## src/rtl/fifo_pkg.sv

```systemverilog
// Shared width helpers and the status payload for fifo_flex.
package fifo_pkg;

  // Pointer width for a DEPTH-entry buffer.
  function automatic int unsigned ptr_w(input int unsigned depth);
    return $clog2(depth);
  endfunction

  // Occupancy width: must represent 0..DEPTH inclusive.
  function automatic int unsigned cnt_w(input int unsigned depth);
    return $clog2(depth + 1);
  endfunction

  typedef struct packed {
    logic full;
    logic empty;
    logic almost_full;
    logic almost_empty;
    logic overflow;
    logic underflow;
  } fifo_status_t;

endpackage

```

## src/rtl/fifo_flex_mem.sv

```systemverilog
// DEPTH x WIDTH storage: one synchronous write port, one read port that is
// registered by default and asynchronous when FIFO_FWFT_EN is defined.
module fifo_flex_mem
  import fifo_pkg::*;
#(
  parameter int unsigned WIDTH = 32,
  parameter int unsigned DEPTH = 8,
  localparam int unsigned AW = ptr_w(DEPTH)
) (
  input  logic             clk,
  input  logic             rst,
  input  logic             wr_en,
  input  logic [AW-1:0]    wr_addr,
  input  logic [WIDTH-1:0] wdata,
  input  logic             rd_en,
  input  logic [AW-1:0]    rd_addr,
  output logic [WIDTH-1:0] rdata
);

  logic [WIDTH-1:0] mem [DEPTH];

  // Array is intentionally not reset; occupancy tracking makes stale data invisible.
  always_ff @(posedge clk) begin
    if (wr_en) begin
      mem[wr_addr] <= wdata;
    end
  end

`ifdef FIFO_FWFT_EN
  logic unused_rd;
  assign unused_rd = ^{rst, rd_en};
  assign rdata     = mem[rd_addr];
`else
  always_ff @(posedge clk or negedge rst) begin
    if (!rst) begin
      rdata <= '0;
    end else if (rd_en) begin
      rdata <= mem[rd_addr];
    end
  end
`endif

endmodule

```

## src/rtl/fifo_flex.sv

```systemverilog
// Single-clock FIFO with arbitrary depth, thresholds, occupancy and sticky errors.
// Define FIFO_FWFT_EN for first-word-fall-through reads (zero read latency).
module fifo_flex
  import fifo_pkg::*;
#(
  parameter int unsigned WIDTH     = 32,
  parameter int unsigned DEPTH     = 8,
  parameter int unsigned AF_THRESH = DEPTH - 2,
  parameter int unsigned AE_THRESH = 2,
  localparam int unsigned PTR_W    = ptr_w(DEPTH),
  localparam int unsigned CNT_W    = cnt_w(DEPTH)
) (
  input  logic             clk,
  input  logic             rst,
  input  logic             wr_en,
  input  logic [WIDTH-1:0] wdata,
  input  logic             rd_en,
  output logic [WIDTH-1:0] rdata,
  output logic             rvalid,
  input  logic             flush,
  output logic             full_flag,
  output logic             empty_flag,
  output logic             almost_full_flag,
  output logic             almost_empty_flag,
  output logic [CNT_W-1:0] count,
  output logic             overflow,
  output logic             underflow
);

  if (DEPTH < 2) begin : g_depth_chk
    $fatal(1, "fifo_flex: DEPTH must be at least 2");
  end
  if (AE_THRESH >= AF_THRESH) begin : g_thresh_chk
    $fatal(1, "fifo_flex: AE_THRESH must be below AF_THRESH");
  end

  // Explicit wrap so non-power-of-2 depths work.
  function automatic logic [PTR_W-1:0] ptr_inc(input logic [PTR_W-1:0] p);
    return (p == PTR_W'(DEPTH - 1)) ? '0 : p + PTR_W'(1);
  endfunction

  logic [PTR_W-1:0] wptr, wptr_next;
  logic [PTR_W-1:0] rptr, rptr_next;
  logic [CNT_W-1:0] count_q, count_next;
  fifo_status_t     status, status_next;
  logic             wr_acc, rd_acc;

  // Acceptance, pointer/count update and error tracking; flush wins over everything.
  always_comb begin
    rd_acc      = rd_en & ~status.empty & ~flush;
    wr_acc      = wr_en & (~status.full | rd_acc) & ~flush;
    wptr_next   = wptr;
    rptr_next   = rptr;
    count_next  = count_q;
    status_next = status;

    if (flush) begin
      wptr_next             = '0;
      rptr_next             = '0;
      count_next            = '0;
      status_next.overflow  = 1'b0;
      status_next.underflow = 1'b0;
    end else begin
      if (wr_acc) begin
        wptr_next = ptr_inc(wptr);
      end
      if (rd_acc) begin
        rptr_next = ptr_inc(rptr);
      end
      count_next = count_q + CNT_W'(wr_acc) - CNT_W'(rd_acc);
      if (wr_en & ~wr_acc) begin
        status_next.overflow = 1'b1;
      end
      if (rd_en & status.empty) begin
        status_next.underflow = 1'b1;
      end
    end

    // Level flags registered from the next count so they track the count register.
    status_next.full         = (count_next == CNT_W'(DEPTH));
    status_next.empty        = (count_next == '0);
    status_next.almost_full  = (32'(count_next) >= AF_THRESH);
    status_next.almost_empty = (32'(count_next) <= AE_THRESH);
  end

  always_ff @(posedge clk or negedge rst) begin
    if (!rst) begin
      wptr                <= '0;
      rptr                <= '0;
      count_q             <= '0;
      status.full         <= 1'b0;
      status.empty        <= 1'b1;
      status.almost_full  <= 1'b0;
      status.almost_empty <= 1'b1;
      status.overflow     <= 1'b0;
      status.underflow    <= 1'b0;
    end else begin
      wptr    <= wptr_next;
      rptr    <= rptr_next;
      count_q <= count_next;
      status  <= status_next;
    end
  end

  fifo_flex_mem #(
    .WIDTH (WIDTH),
    .DEPTH (DEPTH)
  ) u_mem (
    .clk     (clk),
    .rst     (rst),
    .wr_en   (wr_acc),
    .wr_addr (wptr),
    .wdata   (wdata),
    .rd_en   (rd_acc),
    .rd_addr (rptr),
    .rdata   (rdata)
  );

`ifdef FIFO_FWFT_EN
  assign rvalid = ~status.empty;
`else
  logic rvalid_q;

  always_ff @(posedge clk or negedge rst) begin
    if (!rst) begin
      rvalid_q <= 1'b0;
    end else begin
      rvalid_q <= rd_acc;
    end
  end

  assign rvalid = rvalid_q;
`endif

  assign count             = count_q;
  assign full_flag         = status.full;
  assign empty_flag        = status.empty;
  assign almost_full_flag  = status.almost_full;
  assign almost_empty_flag = status.almost_empty;
  assign overflow          = status.overflow;
  assign underflow         = status.underflow;

endmodule

```

## config.mk

```make
export PLATFORM = sky130hd
export DESIGN_NAME = fifo_flex
export DESIGN_NICKNAME = d
export VERILOG_FILES = /design/src/rtl/fifo_pkg.sv /design/src/rtl/fifo_flex_mem.sv /design/src/rtl/fifo_flex.sv
export SDC_FILE = /design/constraint.sdc
export NUM_CORES = 1
export LEC_CHECK = 0
export ABC_AREA = 1
export CAP_MARGIN = 20
export CORE_ASPECT_RATIO = 0.6
export CORE_UTILIZATION = 64
export CTS_CLUSTER_DIAMETER = 100
export DETAILED_ROUTE_END_ITERATION = 16
export PLACE_DENSITY = 0.85
export RECOVER_POWER = 25
export SETUP_SLACK_MARGIN = 0.5
export SLEW_MARGIN = 40
export SYNTH_ARGS = -nofsm -noshare
export SYNTH_HDL_FRONTEND = slang
export SYNTH_HIERARCHICAL = 1
export SYNTH_SLANG_ARGS = --single-unit
```

## constraint.sdc

```tcl
create_clock -name clk -period 4.15 [get_ports clk]
set_input_delay 0.6225 -clock clk [delete_from_list [all_inputs] [get_ports clk]]
set_output_delay 0.6225 -clock clk [all_outputs]
set_load 0.01 [all_outputs]
```

# Word-level counts from Yosys, hierarchy flattened
# Memory sizes are Yosys's and may differ from the RTL's. A register that Yosys moved wholly into a read port is not among the register bits.
# Index checks and enable logic that the tools add are counted.
dict set report word_totals {
  register_bits 17
  ramBits 256
  inputBits 37
  word_cells 49
  n_memories 1
}
dict set report classes {
  add_sub_neg 4
  n_lt_le_gt_ge 2
  eq_ne 3
  n_mux 12
  n_bitwise 11
  reduce_logical 6
}
# name words width read_ports rd_ports_with_merged_regs write_ports line
set mem_list {}
lappend mem_list {u_mem.mem 8 32 1 1 1 fifo_flex_mem.sv:20} ;# logic [WIDTH-1:0] mem [DEPTH];
# operator n
set ops {}
lappend ops {{3-bit two-way mux} 6}
lappend ops {{2-bit nonzero test} 4}
lappend ops {{3-bit by 1-bit adder with 3-bit output (second input constant)} 2}
lappend ops {{1-bit bitwise AND} 6}
lappend ops {{3-bit == test (second input constant)} 2}
lappend ops {{4-bit by 1-bit adder with 4-bit output} 1}
lappend ops {{4-bit == test (second input constant)} 1}
lappend ops {{4-bit by 3-bit >= comparator with 1-bit output (second input constant)} 1}
lappend ops {{4-bit by 2-bit <= comparator with 1-bit output (second input constant)} 1}
lappend ops {{4-bit logical NOT} 1}
lappend ops {{1-bit two-way mux} 4}
lappend ops {{4-bit two-way mux} 1}
lappend ops {{1-bit inverter} 4}
lappend ops {{4-bit by 1-bit subtractor with 4-bit output} 1}
lappend ops {{2-bit two-way mux} 1}
lappend ops {{1-bit logical NOT} 1}
lappend ops {{1-bit bitwise OR} 1}

# Logic depth before layout (Yosys ltp)
dict set report logic_depth {
  depth_word 10
  depth_mapped 16
  mapped_depth_nobuf 16
}

# Hierarchy
# The synthesis kept the hierarchy.
# module n_inst cells_per_inst area_each_um2 seq_area_each_um2
set by_module_without_submodules {}
lappend by_module_without_submodules {fifo_flex_mem 1 1132 11952.7 8488.1}
lappend by_module_without_submodules {fifo_flex 1 98 882.1 427.9}

# Least setup slack after synthesis
# No wires, ideal clock.
dict set report synth_timing {
  kind {input to register}
  startpoint {input port flush}
  endpoint {memory u_mem.mem[1][0] (enable)}
  arrival_time_ps 2523
  slack_ps 1206
  cell_stages 7
  cell_sequence {inv_2 > nand3_2 > nand2_1 > nand3_1 > inv_1 > nand2_1 > nor2_1}
}
dict set report synth_between {
  elab_chain_cells 7
}
# item line
set synth_lines {}
lappend synth_lines {{start: declaration} fifo_flex.sv:20} ;# input logic flush,
lappend synth_lines {{1-bit inverter (*)} {fifo_flex.sv:50, fifo_flex.sv:51}}
lappend synth_lines {{1-bit bitwise AND} fifo_flex.sv:50} ;# rd_acc = rd_en & ~status.empty & ~flush;
lappend synth_lines {{1-bit bitwise OR} fifo_flex.sv:51} ;# wr_acc = wr_en & (~status.full | rd_acc) & ~flush;
lappend synth_lines {{1-bit bitwise AND} fifo_flex.sv:51}
lappend synth_lines {{1-bit bitwise AND (*)} fifo_flex.sv:51}
lappend synth_lines {{net wr_acc} fifo_flex.sv:46} ;# logic wr_acc, rd_acc;
lappend synth_lines {{1-bit two-way mux (*)} fifo_flex_mem.sv:24} ;# if (wr_en) begin
lappend synth_lines {{1-bit two-way mux (not written as such) (*)} fifo_flex_mem.sv:25} ;# mem[wr_addr] <= wdata;
lappend synth_lines {{end: declaration} fifo_flex_mem.sv:20}
# Mark *: on every way through the listed nets, which the timed path passes. The rest lies on a longest branch.

==> flow_summary.ini <==
[pwr]
power.total_uw = 8080
power_frac_clock_pct = 31.6
p_per_area_nw_per_um2 = 544
p_leak_uw = 0.00647
pwr-share-comb_pct = 21.8
ir_worst_vdd_v = 0.000334
power.net_switching_uw = 2320
netSwitchingFraction_pct = 28.7
intPower_uw = 5760
seqPwrFrac_pct = 46.7

[die]
row_count = 39
io_pins = 80
fp.dieH_um = 112
core_um2 = 19300
dieArea_um2 = 20600
die_w_um = 185
initial_utilization_pct = 66.4

[sta]
tns_ps = 0
setup_viol = 0
worst_slew_pin_slew_ps = 871
min_period_ps = 2840
slew_violations = 0
fmax_mhz = 352
min_period_over_period_pct = 68.5
hold_violations = 0
relSlewSlack_pct = 41.9
hold_ws_ps = 217
skew_ps = 17.3
rsz0062_at_grt = false

[grt]
grt_pass1_wl_mm = 45.9
overflow = 0
grt_pass1_vias = 8835
grt_use_total_pct = 29.2
antenna_found_initial = 0
grt_max_degree = 76

[critical_path]
startpoint = flush
path_class = primary input to register
worstSetupEndpoint = almost_empty_flag
crit_fanout = 11
crit_required_ps = 4610
reg2reg_from = rptr[0]
r2r_slack_ps = 1590
reg2reg_depth = 6
crit_path_end_kind = register
cp-start-kind = primary input
arrival_ps = 3310
timing.rr.end = rptr[1]

[yosys]
synthCells = 1230
synth.cell_area_um2 = 12800
syn_nets = 1276
synth_common_cells = 410 x nand2_1, 256 x edfxtp_1, 215 x inv_1
syn_area_per_cell_um2 = 10.4
ys_ff_latch = 305
yosys.area.top_type = edfxtp_1
synth_edf_count = 256
yosys_warnings = 6
ys.flop_type = edfxtp_1
async_flop_share_pct = 16.1
ys_types = 25
netlist.area_leader.share_pct = 59.9
synth_most_common_cell = nand2_1
yosysSeqAreaShare_pct = 69.5
synth_top_cells_by_area = edfxtp_1 60%, nand2_1 12%, dfrtp_1 9.2%, nand3_1 7.9%, inv_1 6.3%

[layout]
diodes = 0
area_delta_synth_final_pct = 15.8
finalCoreUtilization_pct = 76.9
nNetsFinal = 1346
layout-drive-gt1-share_pct = 6.36
final_cell_area_um2 = 14900

[routing]
wl_mm = 29.0
drc = 0
vias = 8878
dr.pass1.iters = 5
avgRoutedWirePerCell_um = 18.3
drt_iter0_drc = 980
viasPerCell = 5.59
drtAntennaViolNets = 0

[clock_tree]
clock_sinks = 305
clkLatencyLatePin_ps = 540
cts_resized = 0
clk_path_buf_depth = 3
cts-root-buf = clkbuf_16
ctsHoldBuffers = 0
cts_tree = built
cts_buffers = 27
h-tree-depth = 1
cts.clk_slew.worst_paths_ps = 70
post-cts-setup-buffer-count = 0

[place]
port_buffers = 79
place_congestion = 0.824
dp_hpwl_mm = 16.2
place_area_um2 = 14000

[status]
status = finished, final reports clean

[hold_path]
worstHoldPathType = primary input to async pin

[flow_run]
cap_viol_max_count = 0
[sequential cells by signal (all words and copies together) (netlist names)]
register / count
almost_empty_flag: 1
almost_full_flag: 1
count: 4
empty_flag: 1
full_flag: 1
overflow: 1
rptr: 3
rvalid: 1
u_mem/mem: 256
u_mem/rdata: 32
underflow: 1
wptr: 3
[cell type report]
| type | instances | area (µm²) |
|---|---|---|
| Clock buffer | 36 | 751 |
| Clock inverter | 14 | 149 |
| Fill cell | 1144 | 4460 |
| Inverter | 219 | 830 |
| Multi-Input combinational cell | 650 | 2880 |
| Sequential cell | 305 | 8920 |
| Tap cell | 266 | 333 |
| Timing Repair Buffer | 97 | 996 |
[layout by cell type (no fill, tap or decap), drive strengths merged]
| cell | Yosys | layout |
|---|---|---|
| dfrtp | 47 | 47 |
| o21ai | 3 | 3 |
| a21oi | 2 | 2 |
| nand3 | 203 | 203 |
| buf | 43 | 19 |
| o31ai | 1 | 1 |
| bufinv | 0 | 3 |
| or2 | 2 | 2 |
| ha | 8 | 8 |
| fa | 1 | 1 |
| dfstp | 2 | 2 |
| clkdlybuf4s50 | 0 | 63 |
| dlygate4sd3 | 0 | 15 |
| nand2 | 413 | 413 |
| inv | 219 | 219 |
| clkbuf | 13 | 36 |
| edfxtp | 256 | 256 |
| nor2 | 17 | 17 |
| clkinvlp | 0 | 1 |
| clkinv | 0 | 10 |
[power by group through the flow]
stage / logic, µW / clock network (µW) / registers [µW]
finish: 1760 / 2550 / 3770
global route: 1930 / 2690 / 3800
CTS: 1750 / 2560 / 3770
detailed placement: 1720 / 0 / 3820
global placement: 1660 / 0 / 3820
floorplan: 945 / 0 / 3850
[cells by family after synthesis]
group / after synthesis / share of synthesized area (%)
AND/OR/NAND/NOR: 635 / 20.8
flip-flops: 305 / 69.5
buffers and inverters: 275 / 8.56
adder cells (fa/ha/maj): 9 / 0.936
AO/OA/AOI/OAI: 6 / 0.253
[layer usage]
metal  vias to the layer above  track usage, %  routed length (µm)
li1                       4071               -                   -
met1                      4238            40.7               12000
met4                         0            10.1                 808
met5                         -               0                   0
met3                        73            4.58                2510
met2                       496            47.2               13800
[worst min path at each step]
stage	start	to	slack, ps	cells past startpoint
finish	rst	u_mem/rdata[23]	220	2
global route	rst	u_mem/rdata[30]	270	2
CTS	rst	u_mem/rdata[30]	230	2
detailed placement	u_mem/rdata[28]	u_mem/rdata[28]	470	2
global placement	u_mem/rdata[21]	u_mem/rdata[21]	460	2
floorplan	rst	almost_full_flag	330	0
[worst max-delay path, cell delays in order]
cell	delay, ps
clkdlybuf4s50_1	480
inv_2	240
nand3_2	150
nand2_1	110
nand3_1	130
ha_1	320
inv_1	50
ha_1	230
fa_1	400
nand2_1	80
inv_1	40
nor2_1	110
nand2_2	90
inv_1	90
nor2_1	40
nand2_1	60
inv_1	50
[through the flow]
stage	setup WS, ps	instances
3_5_place_dp	828	1537
2_1_floorplan	1210	1230
3_3_place_gp	991	1537
4_1_cts	1330	1587
5_1_grt	1090	1587
6_report	1310	1587
No activity file was read; power rests on OpenSTA's default activity.
